[src/rtl/decode_pipe_if.sv]
// Decode-stage bus: fetch/writeback inputs into decode_pipe and the ID/EX register outputs.
// master is the fetch/writeback side, slave is the decode stage itself.
interface decode_pipe_if #(
   parameter int DATA_W = 32
);
   logic              in_valid;
   logic [31:0]       instruction;
   logic              flush;
   logic              reg_write;
   logic [4:0]        write_reg;
   logic [DATA_W-1:0] write_data;

   logic              stall_out;
   logic              out_valid;
   logic [5:0]        op_code;
   logic [5:0]        funct;
   logic [4:0]        rs;
   logic [4:0]        rt;
   logic [4:0]        rd;
   logic [DATA_W-1:0] read_data1;
   logic [DATA_W-1:0] read_data2;
   logic [DATA_W-1:0] sign_ext_imm;
   logic              mem_read;

   modport master (
      output in_valid, instruction, flush, reg_write, write_reg, write_data,
      input  stall_out, out_valid, op_code, funct, rs, rt, rd,
             read_data1, read_data2, sign_ext_imm, mem_read
   );

   modport slave (
      input  in_valid, instruction, flush, reg_write, write_reg, write_data,
      output stall_out, out_valid, op_code, funct, rs, rt, rd,
             read_data1, read_data2, sign_ext_imm, mem_read
   );
endinterface

[src/rtl/decode_pipe.sv]
// MIPS instruction decode stage: register file with write-first bypass, sign extension,
// load-use hazard detection and the ID/EX pipeline register.
module decode_pipe #(
   parameter int DATA_W   = 32,
   parameter int NUM_REGS = 32
) (
   input logic         clk,
   input logic         rst,
   decode_pipe_if.slave bus
);
   localparam int         ADDR_W = $clog2(NUM_REGS);
   localparam logic [5:0] OP_LW  = 6'b100011;

   logic [DATA_W-1:0] regFile [NUM_REGS];
   logic [ADDR_W-1:0] wrIdx;
   logic [ADDR_W-1:0] rsIdx;
   logic [ADDR_W-1:0] rtIdx;
   logic              wrEn;
   logic [DATA_W-1:0] rsData;
   logic [DATA_W-1:0] rtData;
   logic [DATA_W-1:0] immExt;
   logic              hazard;
   logic              stall;
   logic              accept;

   logic              outValid;
   logic              memRead;
   logic [5:0]        opCode;
   logic [5:0]        functReg;
   logic [4:0]        rsReg;
   logic [4:0]        rtReg;
   logic [4:0]        rdReg;
   logic [DATA_W-1:0] readData1;
   logic [DATA_W-1:0] readData2;
   logic [DATA_W-1:0] signExtImm;

   assign wrIdx = bus.write_reg[ADDR_W-1:0];
   assign rsIdx = bus.instruction[21 +: ADDR_W];
   assign rtIdx = bus.instruction[16 +: ADDR_W];
   assign wrEn  = bus.reg_write && (wrIdx != '0);

   // Write-first: a same-cycle writeback to the index being read wins over the stored value.
   function automatic logic [DATA_W-1:0] readPort(input logic [ADDR_W-1:0] idx);
      if (idx == '0)
         return '0;
      else if (wrEn && (wrIdx == idx))
         return bus.write_data;
      else
         return regFile[idx];
   endfunction

   always_comb begin
      rsData = readPort(rsIdx);
      rtData = readPort(rtIdx);
   end

   assign immExt = DATA_W'($signed(bus.instruction[15:0]));

   assign hazard = outValid && memRead && (rtReg != 5'd0) &&
                   ((rtReg == bus.instruction[25:21]) || (rtReg == bus.instruction[20:16]));
   assign stall  = bus.in_valid && hazard && !bus.flush;
   assign accept = bus.in_valid && !stall && !bus.flush;

   always_ff @(posedge clk or posedge rst) begin
      if (rst) begin
         for (int i = 0; i < NUM_REGS; i++)
            regFile[i] <= '0;
      end else if (wrEn) begin
         regFile[wrIdx] <= bus.write_data;
      end
   end

   // A bubble zeroes every ID/EX field, so mem_read drops and a stall never repeats.
   always_ff @(posedge clk or posedge rst) begin
      if (rst) begin
         outValid   <= 1'b0;
         memRead    <= 1'b0;
         opCode     <= '0;
         functReg   <= '0;
         rsReg      <= '0;
         rtReg      <= '0;
         rdReg      <= '0;
         readData1  <= '0;
         readData2  <= '0;
         signExtImm <= '0;
      end else if (accept) begin
         outValid   <= 1'b1;
         memRead    <= (bus.instruction[31:26] == OP_LW);
         opCode     <= bus.instruction[31:26];
         functReg   <= bus.instruction[5:0];
         rsReg      <= bus.instruction[25:21];
         rtReg      <= bus.instruction[20:16];
         rdReg      <= bus.instruction[15:11];
         readData1  <= rsData;
         readData2  <= rtData;
         signExtImm <= immExt;
      end else begin
         outValid   <= 1'b0;
         memRead    <= 1'b0;
         opCode     <= '0;
         functReg   <= '0;
         rsReg      <= '0;
         rtReg      <= '0;
         rdReg      <= '0;
         readData1  <= '0;
         readData2  <= '0;
         signExtImm <= '0;
      end
   end

   assign bus.stall_out    = stall;
   assign bus.out_valid    = outValid;
   assign bus.mem_read     = memRead;
   assign bus.op_code      = opCode;
   assign bus.funct        = functReg;
   assign bus.rs           = rsReg;
   assign bus.rt           = rtReg;
   assign bus.rd           = rdReg;
   assign bus.read_data1   = readData1;
   assign bus.read_data2   = readData2;
   assign bus.sign_ext_imm = signExtImm;
endmodule

[src/flat_wrapper.sv]
// flat-port wrapper written by rule: the top's interface ports become plain ports
module decode_pipe_flat 
#(
   parameter int DATA_W   = 32,
   parameter int NUM_REGS = 32
)
  (clk, rst, bus_in_valid, bus_instruction, bus_flush, bus_reg_write, bus_write_reg, bus_write_data, bus_stall_out, bus_out_valid, bus_op_code, bus_funct, bus_rs, bus_rt, bus_rd, bus_read_data1, bus_read_data2, bus_sign_ext_imm, bus_mem_read);
  decode_pipe_if #(.DATA_W(DATA_W)) bus_i ();
  input logic clk;
  input logic rst;
  input wire logic [$bits(bus_i.in_valid)-1:0] bus_in_valid;
  input wire logic [$bits(bus_i.instruction)-1:0] bus_instruction;
  input wire logic [$bits(bus_i.flush)-1:0] bus_flush;
  input wire logic [$bits(bus_i.reg_write)-1:0] bus_reg_write;
  input wire logic [$bits(bus_i.write_reg)-1:0] bus_write_reg;
  input wire logic [$bits(bus_i.write_data)-1:0] bus_write_data;
  output wire logic [$bits(bus_i.stall_out)-1:0] bus_stall_out;
  output wire logic [$bits(bus_i.out_valid)-1:0] bus_out_valid;
  output wire logic [$bits(bus_i.op_code)-1:0] bus_op_code;
  output wire logic [$bits(bus_i.funct)-1:0] bus_funct;
  output wire logic [$bits(bus_i.rs)-1:0] bus_rs;
  output wire logic [$bits(bus_i.rt)-1:0] bus_rt;
  output wire logic [$bits(bus_i.rd)-1:0] bus_rd;
  output wire logic [$bits(bus_i.read_data1)-1:0] bus_read_data1;
  output wire logic [$bits(bus_i.read_data2)-1:0] bus_read_data2;
  output wire logic [$bits(bus_i.sign_ext_imm)-1:0] bus_sign_ext_imm;
  output wire logic [$bits(bus_i.mem_read)-1:0] bus_mem_read;
  assign bus_i.in_valid = bus_in_valid;
  assign bus_i.instruction = bus_instruction;
  assign bus_i.flush = bus_flush;
  assign bus_i.reg_write = bus_reg_write;
  assign bus_i.write_reg = bus_write_reg;
  assign bus_i.write_data = bus_write_data;
  assign bus_stall_out = bus_i.stall_out;
  assign bus_out_valid = bus_i.out_valid;
  assign bus_op_code = bus_i.op_code;
  assign bus_funct = bus_i.funct;
  assign bus_rs = bus_i.rs;
  assign bus_rt = bus_i.rt;
  assign bus_rd = bus_i.rd;
  assign bus_read_data1 = bus_i.read_data1;
  assign bus_read_data2 = bus_i.read_data2;
  assign bus_sign_ext_imm = bus_i.sign_ext_imm;
  assign bus_mem_read = bus_i.mem_read;
  decode_pipe #(.DATA_W(DATA_W), .NUM_REGS(NUM_REGS)) u_core (.clk(clk), .rst(rst), .bus(bus_i));
endmodule
[config.mk]
export PLATFORM = sky130hd
export DESIGN_NAME = decode_pipe_flat
export DESIGN_NICKNAME = d
export VERILOG_FILES = /design/src/rtl/decode_pipe_if.sv /design/src/rtl/decode_pipe.sv /design/src/flat_wrapper.sv
export SDC_FILE = /design/constraint.sdc
export NUM_CORES = 2
export LEC_CHECK = 0
export CAP_MARGIN = 20
export CORE_UTILIZATION = 30
export CTS_CLUSTER_DIAMETER = 60
export DETAILED_ROUTE_END_ITERATION = 6
export GPL_ROUTABILITY_DRIVEN = 0
export PLACE_DENSITY = 0.55
export REMOVE_ABC_BUFFERS = 1
export SLEW_MARGIN = 20
export SYNTH_ARGS = -nofsm -noshare
export SYNTH_HDL_FRONTEND = slang
export SYNTH_SLANG_ARGS = --single-unit
[constraint.sdc]
create_clock -name clk -period 133.2 [get_ports clk]
set_input_delay 39.96 -clock clk [delete_from_list [all_inputs] [get_ports clk]]
set_output_delay 39.96 -clock clk [all_outputs]
set_load 0.005 [all_outputs]
Yosys cells after proc, flatten, opt, wreduce, memory -nomap -nowiden --
Cells that the tools add are included.
Cells by class: magnitude comparators 4, muxes and demuxes 23, bitwise operators 3, reductions and logical operators 18, eq/ne operators 5
Operators by type and width (number):
- $bwmux 1024 | 1
- $mux 32 | 12
- $bmux 32 s5 | 2
- $demux 32 s5 | 1
- $eq 5x5->1 | 4
- $ge 6x6->1 const B | 3
- $not 5->6 | 3
- $mux 5 | 3
- $mux 6 | 2
- $logic_and 1x1->1 | 11
- $logic_not 5->1 | 2
- $reduce_bool 5->1 | 2
- $eq 6x6->1 const B | 1
- $lt 6x1->1 const B | 1
- $logic_not 1->1 | 2
- $mux 1 | 2
- $logic_or 1x1->1 | 1
Word-level totals: output and inout bits 126, logic and storage cells 95, register bits 1149, input bits 74

Logic depth before layout (Yosys ltp) --
depth in word-level cells 9, gate-level depth with buffers 10, depth with buffers taken out 5

Least setup slack after synthesis --
Ideal clock, no wire load.
path kind input port to output port, from input port bus_instruction[21], to output port bus_stall_out, data required time 93.240 ns, arrival 41.009 ns, cell stages on the path 6, slack 52.231 ns, buffers on the path 2, cell sequence buf_6 -> buf_6 -> xor2_1 -> nor3_1 -> a22oi_1 -> nor4b_1
On the way: word-level cells in the longest chain between the ends 5
RTL lines:
- start: declaration | RTL line flat_wrapper.sv:12 | input wire logic [$bits(bus_i.instruction)-1:0] bus_instruction;
- $eq 5x5->1 | RTL line decode_pipe.sv:60 | ((rtReg == bus.instruction[25:21]) || (rtReg == bus.instruction[20:16]));
- $logic_or 1x1->1 | RTL line decode_pipe.sv:60
- $logic_and 1x1->1 | RTL line decode_pipe.sv:59 | assign hazard = outValid && memRead && (rtReg != 5'd0) &&
- $logic_and 1x1->1 (2 in a row) | RTL line decode_pipe.sv:61 | assign stall = bus.in_valid && hazard && !bus.flush;
- end: declaration | RTL line flat_wrapper.sv:17 | output wire logic [$bits(bus_i.stall_out)-1:0] bus_stall_out;
Every way passes these cells.

Worst setup path after layout --
from input port bus_instruction[19], to output port bus_stall_out
Same word-level chain as after synthesis.

==> qor.yml <==
reg2reg_slack_ns: 129.49
start_util: 0.303
yosysUniqueCellTypes: 55
cts_resized: 0
synth_top_cell_area_share: 0.481
port_buffers: 199
clock_path_buffers: 3
seq_area_frac_synth: 0.481
cp_common_cell: "clkdlybuf4s50_1"
drc: 0
syn-cell-area_um2: 58400
cp.required_ns: 93.24
yosys.area.top_type: "dfrtp_1"
drive_gt1_frac: 0.464
cts_root_buf: "clkbuf_16"
crit_fanout: 21
drt_iter0_drc: 3588
relSlewSlack: 0.217
htree_levels: 4
grt_pass1_vias: 39400
vias_per_cell: 5.69
rows: 161
p_seq_frac: 0.442
synth_area_leaders: "dfrtp_1, mux2_2, mux4_2"
vias: 38700
fin_tns_setup_ns: 0
synthArstFlopShare: 1.00
cts_made_buffers: 137
layout_common_cells: "mux2_2, dfrtp_1, mux4_2"
chipWidth_um: 443
worstReg2RegStart: "u_core.bus.rt[2]$_DFF_PP0_"
grt_overflow: 0
fin_area_um2: 66800
yosysWarningCount: 0
p_leak_uw: 0.0280
worst_slew_pin_slew_ns: 1.17
status: "completed"
timing.rr.end: "u_core.bus.read_data2[19]$_DFF_PP0_"
coreArea_um2: 193000
clk_latency_ns: 0.78
swShare: 0.267
p_per_area_nw_per_um2: 15.0
finalSetupViolations: 0
grt_start_max_net_pins: 161
track_usage: 0.203
area_delta_synth_final_pct: 14.4
crit_cells: 6
power.net_switching_uw: 267
avgSynthCellArea_um2: 13.8
cap_violations: 0
path_clk_slew_ns: 0.06
dpl.hpwl_um: 110000
crit_chain: "clkdlybuf4s50_1 -> xor2_1 -> nor2_1 -> a22oi_1 -> nor4b_1 -> clkdlybuf4s50_1"
cp_slowest_cell: "clkdlybuf4s50_1"
slowest_delay_ns: 1.08
syn_inst: 4219
grt_pass1_wl_um: 290000
critPathArrivalTime_ns: 42.49
max_freq_mhz: 12.1
worst-setup-path-type: "in -> out"
synth_ff_type: "dfrtp_1"
fin_skew_ns: 0.0289
hold_buffers: 0
top_layer: "met5"
min_path_type: "reg -> reg"
startpoint: "bus_instruction[19]"
holdWs_ns: 0.395
critPathTopFamily: "buffers and inverters"
slew_viol_final: 0
route.detailed.wl_per_inst_um: 29.4
antenna_found_initial: 10
clockPowerShare: 0.377
clock-sinks: 1122
fin_crit_ns: 82.45
synth_edf_count: 0
rsz0062_at_grt: "false"
wl_met2_um: 95300
ant_nets: 0
vdd_drop_max_v: 0.00000945
fin_crit_sh: 0.619
p_comb_frac: 0.181
cp.buffers_inverters: 2
die_h_um: 443
wl_met1_um: 83600
crit_end: "bus_stall_out"
dieArea_um2: 196000
n_fill_cell: 18500
worstSetupStartpointType: "input port"
ys_ff_latch: 1122
boundaryPins: 200
mostFrequentLayoutCell: "mux2_2"
finalHoldViolCount: 0
cts_tree: "built"
p_int_uw: 734
routed_wl_um: 200000
post_dp_cell_area_um2: 62400
end_kind: "output pin"
rr_worst_depth: 7
fin_nets: 4247
dr.pass1.iters: 5
cts_setup_buffers: 0
route.met3.wl_um: 13900
-- cells in the mapped netlist, types with 56 or more instances --
master / number
o21ai_0: 62
nor2_1: 116
mux4_2: 380
mux2_2: 1187
a21oi_1: 62
dfrtp_1: 1122
a211oi_1: 66
nand2_1: 156
clkbuf_1: 224
buf_4: 62
buf_2: 147
nor4_1: 67
a22oi_1: 125
nor3_1: 64
nor2b_1: 63
buf_1: 56
o22ai_1: 65
-- kinds of logic after synthesis --
family,Yosys count,share of synthesized area
DFF,1122,0.481
buffers and inverters,531,0.0422
xor gates and xnor gates,20,0.00300
AOI/OAI and AO/OA,453,0.0534
muxes,1574,0.377
and+or+nand+nor,519,0.0442
-- layout make-up --
type	count	area (um2)	share of cell area
multi-input combinational	2566	28100	0.420
sequential	1122	28100	0.420
clock buffer	200	4050	0.0606
tap	2526	3160	0.0473
timing repair buffer	312	2840	0.0425
clock inverter	45	484	0.00725
inverter	34	135	0.00202
antenna	1	2.50	0.0000374
-- power groups by stage --
stage | combinational [uW] | sequential (uW) | clock [uW]
after floorplan | 132 | 436 | 0
after global placement | 179 | 443 | 0
after detailed placement | 182 | 447 | 0
after CTS | 183 | 441 | 386
after global routing | 195 | 451 | 399
final | 182 | 443 | 377
-- per-stage QoR --
stage | setup WS [ns] | total power [uW] | utilization | std cells
after floorplan | 52.47 | 567 | - | 3722
after global placement | 50.74 | 621 | 0.323 | 6558
after detailed placement | 50.80 | 630 | 0.323 | 6560
after CTS | 50.78 | 1010 | 0.347 | 6805
after global routing | 50.67 | 1050 | 0.346 | 6805
final | 50.75 | 1000 | 0.346 | 6806
-- registers in the layout, indices dropped and copies added (netlist names) --
register,cells
u_core.bus.read_data1,32
u_core.bus.rd,4
u_core.bus.out_valid,1
u_core.bus.rt,5
u_core.regFile,1024
u_core.bus.mem_read,1
u_core.bus.rs,5
u_core.bus.read_data2,32
u_core.bus.sign_ext_imm,7
u_core.bus.funct,5
u_core.bus.op_code,6
-- worst min-delay path by stage --
| stage | startpoint | endpoint | slack (ns) | cells after the start |
|---|---|---|---|---|
| floorplan | u_core.regFile[1000]$_DFFE_PP0P_ | u_core.regFile[1000]$_DFFE_PP0P_ | 0.37 | 0 |
| global placement | u_core.regFile[996]$_DFFE_PP0P_ | u_core.regFile[996]$_DFFE_PP0P_ | 0.38 | 0 |
| global route | u_core.regFile[997]$_DFFE_PP0P_ | u_core.regFile[997]$_DFFE_PP0P_ | 0.40 | 0 |
| finish | u_core.regFile[1016]$_DFFE_PP0P_ | u_core.regFile[1016]$_DFFE_PP0P_ | 0.40 | 0 |
| CTS | u_core.regFile[992]$_DFFE_PP0P_ | u_core.regFile[992]$_DFFE_PP0P_ | 0.40 | 0 |
| detailed placement | u_core.regFile[1008]$_DFFE_PP0P_ | u_core.regFile[1008]$_DFFE_PP0P_ | 0.38 | 0 |
-- worst reg2reg max path, cell delays in order, from the launching register on --
cell	delay (ns)
dfrtp_1	0.46
xor2_1	0.19
nor3_1	0.26
a22oi_1	0.22
o31ai_4	0.64
buf_4	0.45
buf_4	0.81
nor4_1	0.46
-- routing by layer --
layer	GRT usage	up-vias
li1	-	15900
met1	0.271	21000
met2	0.323	1492
met3	0.0415	371
met4	0.0751	4
met5	0	-
Power figures use the tool's default switching activity.
